### src/rtl/axi_nsaid_tagger.sv
// rtl/axi_nsaid_tagger.sv - AXI request tagger attaching a drain-synchronised NSAID to AW/AR
package axi_nsaid_tagger_pkg;
    localparam int IdW   = 4;
    localparam int AddrW = 32;
    localparam int DataW = 32;
    localparam int StrbW = DataW / 8;
    localparam int UserW = 1;

    typedef logic [3:0] nsaid_t;

    typedef struct packed {
        logic [IdW-1:0]   id;
        logic [AddrW-1:0] addr;
        logic [7:0]       len;
        logic [2:0]       size;
        logic [1:0]       burst;
        logic             lock;
        logic [3:0]       cache;
        logic [2:0]       prot;
        logic [3:0]       qos;
        logic [UserW-1:0] user;
    } ax_chan_t;

    typedef struct packed {
        logic [IdW-1:0]   id;
        logic [AddrW-1:0] addr;
        logic [7:0]       len;
        logic [2:0]       size;
        logic [1:0]       burst;
        logic             lock;
        logic [3:0]       cache;
        logic [2:0]       prot;
        logic [3:0]       qos;
        logic [UserW-1:0] user;
        nsaid_t           nsaid;
    } ax_nsaid_chan_t;

    typedef struct packed {
        logic [DataW-1:0] data;
        logic [StrbW-1:0] strb;
        logic             last;
        logic [UserW-1:0] user;
    } w_chan_t;

    typedef struct packed {
        logic [IdW-1:0]   id;
        logic [1:0]       resp;
        logic [UserW-1:0] user;
    } b_chan_t;

    typedef struct packed {
        logic [IdW-1:0]   id;
        logic [DataW-1:0] data;
        logic [1:0]       resp;
        logic             last;
        logic [UserW-1:0] user;
    } r_chan_t;

    typedef struct packed {
        ax_chan_t aw;
        logic     aw_valid;
        w_chan_t  w;
        logic     w_valid;
        logic     b_ready;
        ax_chan_t ar;
        logic     ar_valid;
        logic     r_ready;
    } req_t;

    typedef struct packed {
        ax_nsaid_chan_t aw;
        logic           aw_valid;
        w_chan_t        w;
        logic           w_valid;
        logic           b_ready;
        ax_nsaid_chan_t ar;
        logic           ar_valid;
        logic           r_ready;
    } req_nsaid_t;

    typedef struct packed {
        logic    aw_ready;
        logic    ar_ready;
        logic    w_ready;
        logic    b_valid;
        b_chan_t b;
        logic    r_valid;
        r_chan_t r;
    } resp_t;
endpackage

module axi_nsaid_tagger
    import axi_nsaid_tagger_pkg::*;
#(
    parameter int unsigned MaxTxns      = 8,
    parameter nsaid_t      DefaultNsaid = 4'h0,
    parameter int unsigned CntW         = $clog2(MaxTxns + 1)
) (
    input  logic       clk_i,
    input  logic       rst_i,
    input  req_t       slv_req_i,
    output resp_t      slv_resp_o,
    output req_nsaid_t mst_req_o,
    input  resp_t      mst_resp_i,
    input  logic [3:0] nsaid_cfg_i,
    input  logic       nsaid_cfg_valid_i,
    output logic       nsaid_cfg_ready_o,
    output logic [3:0] nsaid_o,
    output logic       busy_o
);

    typedef enum logic [1:0] {S_IDLE, S_DRAIN, S_APPLY} state_e;

    state_e         r_state, w_state_nxt;
    nsaid_t         r_nsaid;
    logic           r_aw_full, r_ar_full;
    ax_nsaid_chan_t r_aw, r_ar;
    logic [CntW-1:0] r_wr_cnt, r_rd_cnt;

    logic w_cfg_pend, w_cfg_ready, w_drained;
    logic w_aw_admit, w_ar_admit, w_aw_ready, w_ar_ready;
    logic w_aw_load, w_ar_load, w_aw_fire, w_ar_fire, w_b_done, w_r_done;

    // Admission counts the held slot as already in flight, so cnt never exceeds MaxTxns.
    assign w_cfg_pend = (r_state != S_IDLE);
    assign w_aw_admit = ~w_cfg_pend & ((32'(r_wr_cnt) + 32'(r_aw_full)) < MaxTxns);
    assign w_ar_admit = ~w_cfg_pend & ((32'(r_rd_cnt) + 32'(r_ar_full)) < MaxTxns);
    assign w_aw_ready = w_aw_admit & (~r_aw_full | mst_resp_i.aw_ready);
    assign w_ar_ready = w_ar_admit & (~r_ar_full | mst_resp_i.ar_ready);
    assign w_aw_load  = slv_req_i.aw_valid & w_aw_ready;
    assign w_ar_load  = slv_req_i.ar_valid & w_ar_ready;
    assign w_aw_fire  = r_aw_full & mst_resp_i.aw_ready;
    assign w_ar_fire  = r_ar_full & mst_resp_i.ar_ready;
    assign w_b_done   = mst_resp_i.b_valid & slv_req_i.b_ready;
    assign w_r_done   = mst_resp_i.r_valid & slv_req_i.r_ready & mst_resp_i.r.last;
    assign w_drained  = ~r_aw_full & ~r_ar_full & (r_wr_cnt == '0) & (r_rd_cnt == '0);

    always_comb begin
        w_state_nxt = r_state;
        w_cfg_ready = 1'b0;
        case (r_state)
            S_IDLE:  if (nsaid_cfg_valid_i) w_state_nxt = S_DRAIN;
            S_DRAIN: if (w_drained) w_state_nxt = S_APPLY;
            S_APPLY: begin
                w_cfg_ready = 1'b1;
                w_state_nxt = S_IDLE;
            end
            default: w_state_nxt = S_IDLE;
        endcase
    end

    always_ff @(posedge clk_i) begin
        if (rst_i) begin
            r_state   <= S_IDLE;
            r_nsaid   <= DefaultNsaid;
            r_aw_full <= 1'b0;
            r_ar_full <= 1'b0;
            r_wr_cnt  <= '0;
            r_rd_cnt  <= '0;
        end else begin
            r_state <= w_state_nxt;
            if (w_cfg_ready) r_nsaid <= nsaid_cfg_i;

            if (w_aw_load)      r_aw_full <= 1'b1;
            else if (w_aw_fire) r_aw_full <= 1'b0;
            if (w_ar_load)      r_ar_full <= 1'b1;
            else if (w_ar_fire) r_ar_full <= 1'b0;

            if (w_aw_fire & ~w_b_done)      r_wr_cnt <= r_wr_cnt + CntW'(1);
            else if (~w_aw_fire & w_b_done) r_wr_cnt <= r_wr_cnt - CntW'(1);
            if (w_ar_fire & ~w_r_done)      r_rd_cnt <= r_rd_cnt + CntW'(1);
            else if (~w_ar_fire & w_r_done) r_rd_cnt <= r_rd_cnt - CntW'(1);
        end
    end

    // The tag is captured with the beat, so a later NSAID change never retags a held request.
    always_ff @(posedge clk_i) begin
        if (w_aw_load) r_aw <= {slv_req_i.aw, r_nsaid};
        if (w_ar_load) r_ar <= {slv_req_i.ar, r_nsaid};
    end

    always_comb begin
        mst_req_o.aw       = r_aw;
        mst_req_o.aw_valid = r_aw_full;
        mst_req_o.w        = slv_req_i.w;
        mst_req_o.w_valid  = slv_req_i.w_valid;
        mst_req_o.b_ready  = slv_req_i.b_ready;
        mst_req_o.ar       = r_ar;
        mst_req_o.ar_valid = r_ar_full;
        mst_req_o.r_ready  = slv_req_i.r_ready;
    end

    always_comb begin
        slv_resp_o.aw_ready = w_aw_ready;
        slv_resp_o.ar_ready = w_ar_ready;
        slv_resp_o.w_ready  = mst_resp_i.w_ready;
        slv_resp_o.b_valid  = mst_resp_i.b_valid;
        slv_resp_o.b        = mst_resp_i.b;
        slv_resp_o.r_valid  = mst_resp_i.r_valid;
        slv_resp_o.r        = mst_resp_i.r;
    end

    assign nsaid_cfg_ready_o = w_cfg_ready;
    assign nsaid_o           = r_nsaid;
    assign busy_o            = r_aw_full | r_ar_full | (r_wr_cnt != '0) | (r_rd_cnt != '0);

endmodule
### config.mk
export PLATFORM = sky130hd
export DESIGN_NAME = axi_nsaid_tagger
export DESIGN_NICKNAME = d
export VERILOG_FILES = /design/src/rtl/axi_nsaid_tagger.sv
export SDC_FILE = /design/constraint.sdc
export NUM_CORES = 1
export LEC_CHECK = 0
export CAP_MARGIN = 20
export CORE_AREA = 2 2 179 181
export CTS_CLUSTER_SIZE = 8
export DETAILED_ROUTE_END_ITERATION = 10
export DIE_AREA = 0 0 181 183
export PLACE_DENSITY = 0.47
export SYNTH_ARGS = -nofsm -noshare
export SYNTH_HDL_FRONTEND = slang
export SYNTH_SLANG_ARGS = --single-unit
export TNS_END_PERCENT = 1
### constraint.sdc
create_clock -name clk_i -period 2.8 [get_ports clk_i]
set_clock_uncertainty 0.2 [all_clocks]
set_input_delay 0.7 -clock clk_i [delete_from_list [all_inputs] [get_ports clk_i]]
set_output_delay 0.7 -clock clk_i [all_outputs]
set_load 0.01 [all_outputs]
==> impl_metrics.json <==
{
  "status": "finished, final reports clean",
  "layout-drive-gt1-share": 0.0998,
  "grt_max_degree": 56,
  "ys_types": 28,
  "grt_pass1_wl_um": 24100,
  "crit_required_ns": 1.90,
  "cts_made_buffers": 17,
  "cpPeakStageDelay_ns": 0.56,
  "fillCellCount": 3125,
  "synth_top_family_by_area": "buffers and inverters",
  "setup_viol": 0,
  "fp.dieW_um": 181,
  "power.density_nw_per_um2": 702,
  "regArea_sq_um": 4280,
  "core_area_sq_um": 31200,
  "rsz0062_at_grt": "no",
  "dieArea_sq_um": 33100,
  "worst_setup_path_start_kind": "primary input",
  "r2r_setup_slack_ns": 0.39,
  "die_h_um": 183,
  "ff2ff_path_depth": 8,
  "whs_endpoint": "mst_req_o[3]$_DFFE_PP_",
  "path_cells": "clkdlybuf4s50_1 > buf_4 > clkdlybuf4s50_1",
  "synth.most_common_cell": "edfxtp_1",
  "ys_seq_area_frac": 0.770,
  "post-dp-hpwl_um": 13800,
  "via_count": 3406,
  "synth-seq-cells": 148,
  "synthMuxAreaShare": 0.0166,
  "synth_compound_area_frac": 0.0121,
  "ys_warn_count": 0,
  "vias_per_cell": 3.54,
  "drt_iter0_drc": 211,
  "min_from": "nsaid_o[1]$_SDFFE_PP0P_",
  "ios": 459,
  "worstHoldPathCells": 0,
  "syn_inst": 324,
  "postPlaceCellArea_sq_um": 8350,
  "placedCellCount": 931,
  "io_buffers": 286,
  "wl_um": 17200,
  "gp_congestion": 0.746,
  "antennaDiodeCount": 0,
  "root_buffer": "clkbuf_16",
  "cp_slowest_cell": "clkdlybuf4s50_1",
  "async_flop_share": 0,
  "hold_viol_final": 0,
  "htree_levels": 4,
  "fin_cells": 963,
  "synth_edf_count": 132,
  "slew_headroom": 0.596,
  "start_util": 0.178,
  "dr.pass1.iters": 4,
  "peakVddDrop_uv": 349,
  "r2r_end": "r_wr_cnt[3]$_SDFFE_PP0P_",
  "ant_nets": 0,
  "clk_latency_ns": 0.42,
  "antenna_found_initial": 0,
  "slew_viol_final": 0,
  "synth_top_cell_by_area": "edfxtp_1",
  "synthAdderAreaFrac": 0.0207,
  "yosys.area_share.simple": 0.0371,
  "timing.rr.start": "r_aw_full$_SDFFE_PP0P_",
  "cpMostUsedCell": "clkdlybuf4s50_1",
  "synth_top_cells_by_area": "edfxtp_1 (71%), buf_4 (13%), dfxtp_1 (5.8%), ha_1 (1.3%), mux2i_1 (1.3%)",
  "cp_max_fo": 2,
  "synthFlopType": "edfxtp_1",
  "period_share": 0.981,
  "grtUsageTotal": 0.100,
  "worst_slew_pin_slew_ns": 0.604,
  "syn2layout_area_growth_pct": 60.5,
  "hp-class": "register to register",
  "drc_errors": 0,
  "dp_slack_ns": -0.347,
  "crit_path_end_kind": "primary output",
  "leakage_nw": 3.05,
  "path_class": "primary input to primary output",
  "critPathArrivalTime_ns": 1.85,
  "path_delay_family": "buffers and inverters",
  "synth_area_sq_um": 5570,
  "nets": 782,
  "synth_common_cells": "edfxtp_1 (132), buf_4 (95), nor2_1 (17)",
  "path_buf_inv": 3,
  "design_area_sq_um": 8930,
  "overflow": 0,
  "cts.sinks": 148,
  "postCtsSetupBuffers": 0,
  "clk_pin_slew_worst_paths_ns": 0.06,
  "syn_avg_cell_area_sq_um": 17.2,
  "setup_ws_ns": 0.0541,
  "cts_tree": "yes",
  "multiInputGateArea_sq_um": 529,
  "min_period_ns": 2.75,
  "clock_path_buffers": 2,
  "maxCapViolations": 0,
  "routedWlPerCell_um": 17.8,
  "power.total_w": 0.00627,
  "grt_pass1_vias": 3663,
  "synth-xor-area-share": 0.00629,
  "synth_top_area_share": 0.712,
  "synth_nets": 558,
  "fmax_mhz": 364,
  "std_cell_rows": 65
}
## cell type report
type | count | area share
flip-flops and latches | 148 | 0.480
clock buffers | 20 | 0.0489
multi-input cells | 72 | 0.0593
clock inverters | 12 | 0.0147
repair buffers | 305 | 0.339
inverters | 4 | 0.00210
well taps | 402 | 0.0563
## cell families after synthesis
kind of cell | Yosys count
AOI/OAI and AO/OA | 10
xor gates and xnor gates | 4
adders and majority gates | 8
buffers and inverters | 104
DFF | 148
muxes | 9
and+or+nand+nor | 41
## power by group
group          leakage [nW]  total (W)  switching (W)  internal [W]
logic                  1.42    0.00121       0.000519      0.000696
clock network         0.257    0.00220       0.000891       0.00131
registers              1.38    0.00286       0.000110       0.00274
total                  3.05    0.00627        0.00152       0.00475
## cell usage in the layout (no fill, tap or decap), types with 2 or more instances in the layout
| master | count |
|---|---|
| a211oi_2 | 2 |
| a21oi_1 | 5 |
| a31oi_1 | 2 |
| and2_1 | 2 |
| and3_1 | 2 |
| buf_12 | 2 |
| buf_4 | 17 |
| bufinv_16 | 2 |
| clkbuf_1 | 3 |
| clkbuf_16 | 17 |
| clkdlybuf4s50_1 | 283 |
| clkinvlp_4 | 7 |
| dfxtp_1 | 16 |
| dlygate4sd2_1 | 2 |
| edfxtp_1 | 132 |
| fa_1 | 2 |
| ha_1 | 6 |
| inv_1 | 2 |
| inv_6 | 2 |
| mux2i_1 | 7 |
| nand2_1 | 3 |
| nand2b_1 | 2 |
| nand3_1 | 4 |
| nand4_1 | 2 |
| nor2_1 | 17 |
| nor2b_1 | 2 |
| nor3_1 | 3 |
| xnor2_1 | 2 |
| xor2_1 | 2 |
## worst reg2reg max path, stage by stage, from the launching register on
cell	delay [ns]
dfxtp_1	0.44
and2_1	0.19
ha_1	0.16
inv_1	0.06
ha_1	0.31
a21oi_1	0.28
a211oi_2	0.12
a31oi_1	0.20
mux2_1	0.34
## sequential cells by signal, summed over array words and instances, names as in the netlist
name       cells
mst_req_o    132
nsaid_o        4
r_rd_cnt       4
r_wr_cnt       4
r_state        2
r_ar_full      1
r_aw_full      1
## worst max-delay path by stage
stage | startpoint | end | cells after the start
6_report | mst_resp_i[48] | slv_resp_o[48] | 3
5_1_grt | slv_req_i[64] | mst_req_o[68] | 3
4_1_cts | slv_req_i[64] | mst_req_o[68] | 3
3_5_place_dp | mst_resp_i[1] | r_rd_cnt[3]$_SDFFE_PP0P_ | 9
3_3_place_gp | mst_resp_i[40] | r_rd_cnt[3]$_SDFFE_PP0P_ | 9
2_1_floorplan | mst_resp_i[51] | mst_req_o[109]$_DFFE_PP_ | 4
## timing repair
item,CTS,global route
setup endpoints to repair,4,2
resized for setup,5,2
hold buffers,0,0
hold endpoints to repair,0,0
## metrics by stage
stage	hold slack (ns)	util	setup TNS, ns
after floorplan	0.277	-	-8.65
after global placement	0.293	0.267	-0.793
after detailed placement	0.300	0.267	-1.10
after CTS	0.308	0.286	0
after global routing	0.315	0.286	0
final	0.294	0.286	0
## layer usage
| metal | up-vias | wire (um) | track usage |
|---|---|---|---|
| li1 | 1519 | - | - |
| met1 | 1599 | 5500 | 0.0899 |
| met2 | 234 | 9230 | 0.189 |
| met3 | 54 | 1840 | 0.0465 |
| met4 | 0 | 619 | 0.0517 |
| met5 | - | 0 | 0 |
(Power assumes the default switching activity.)
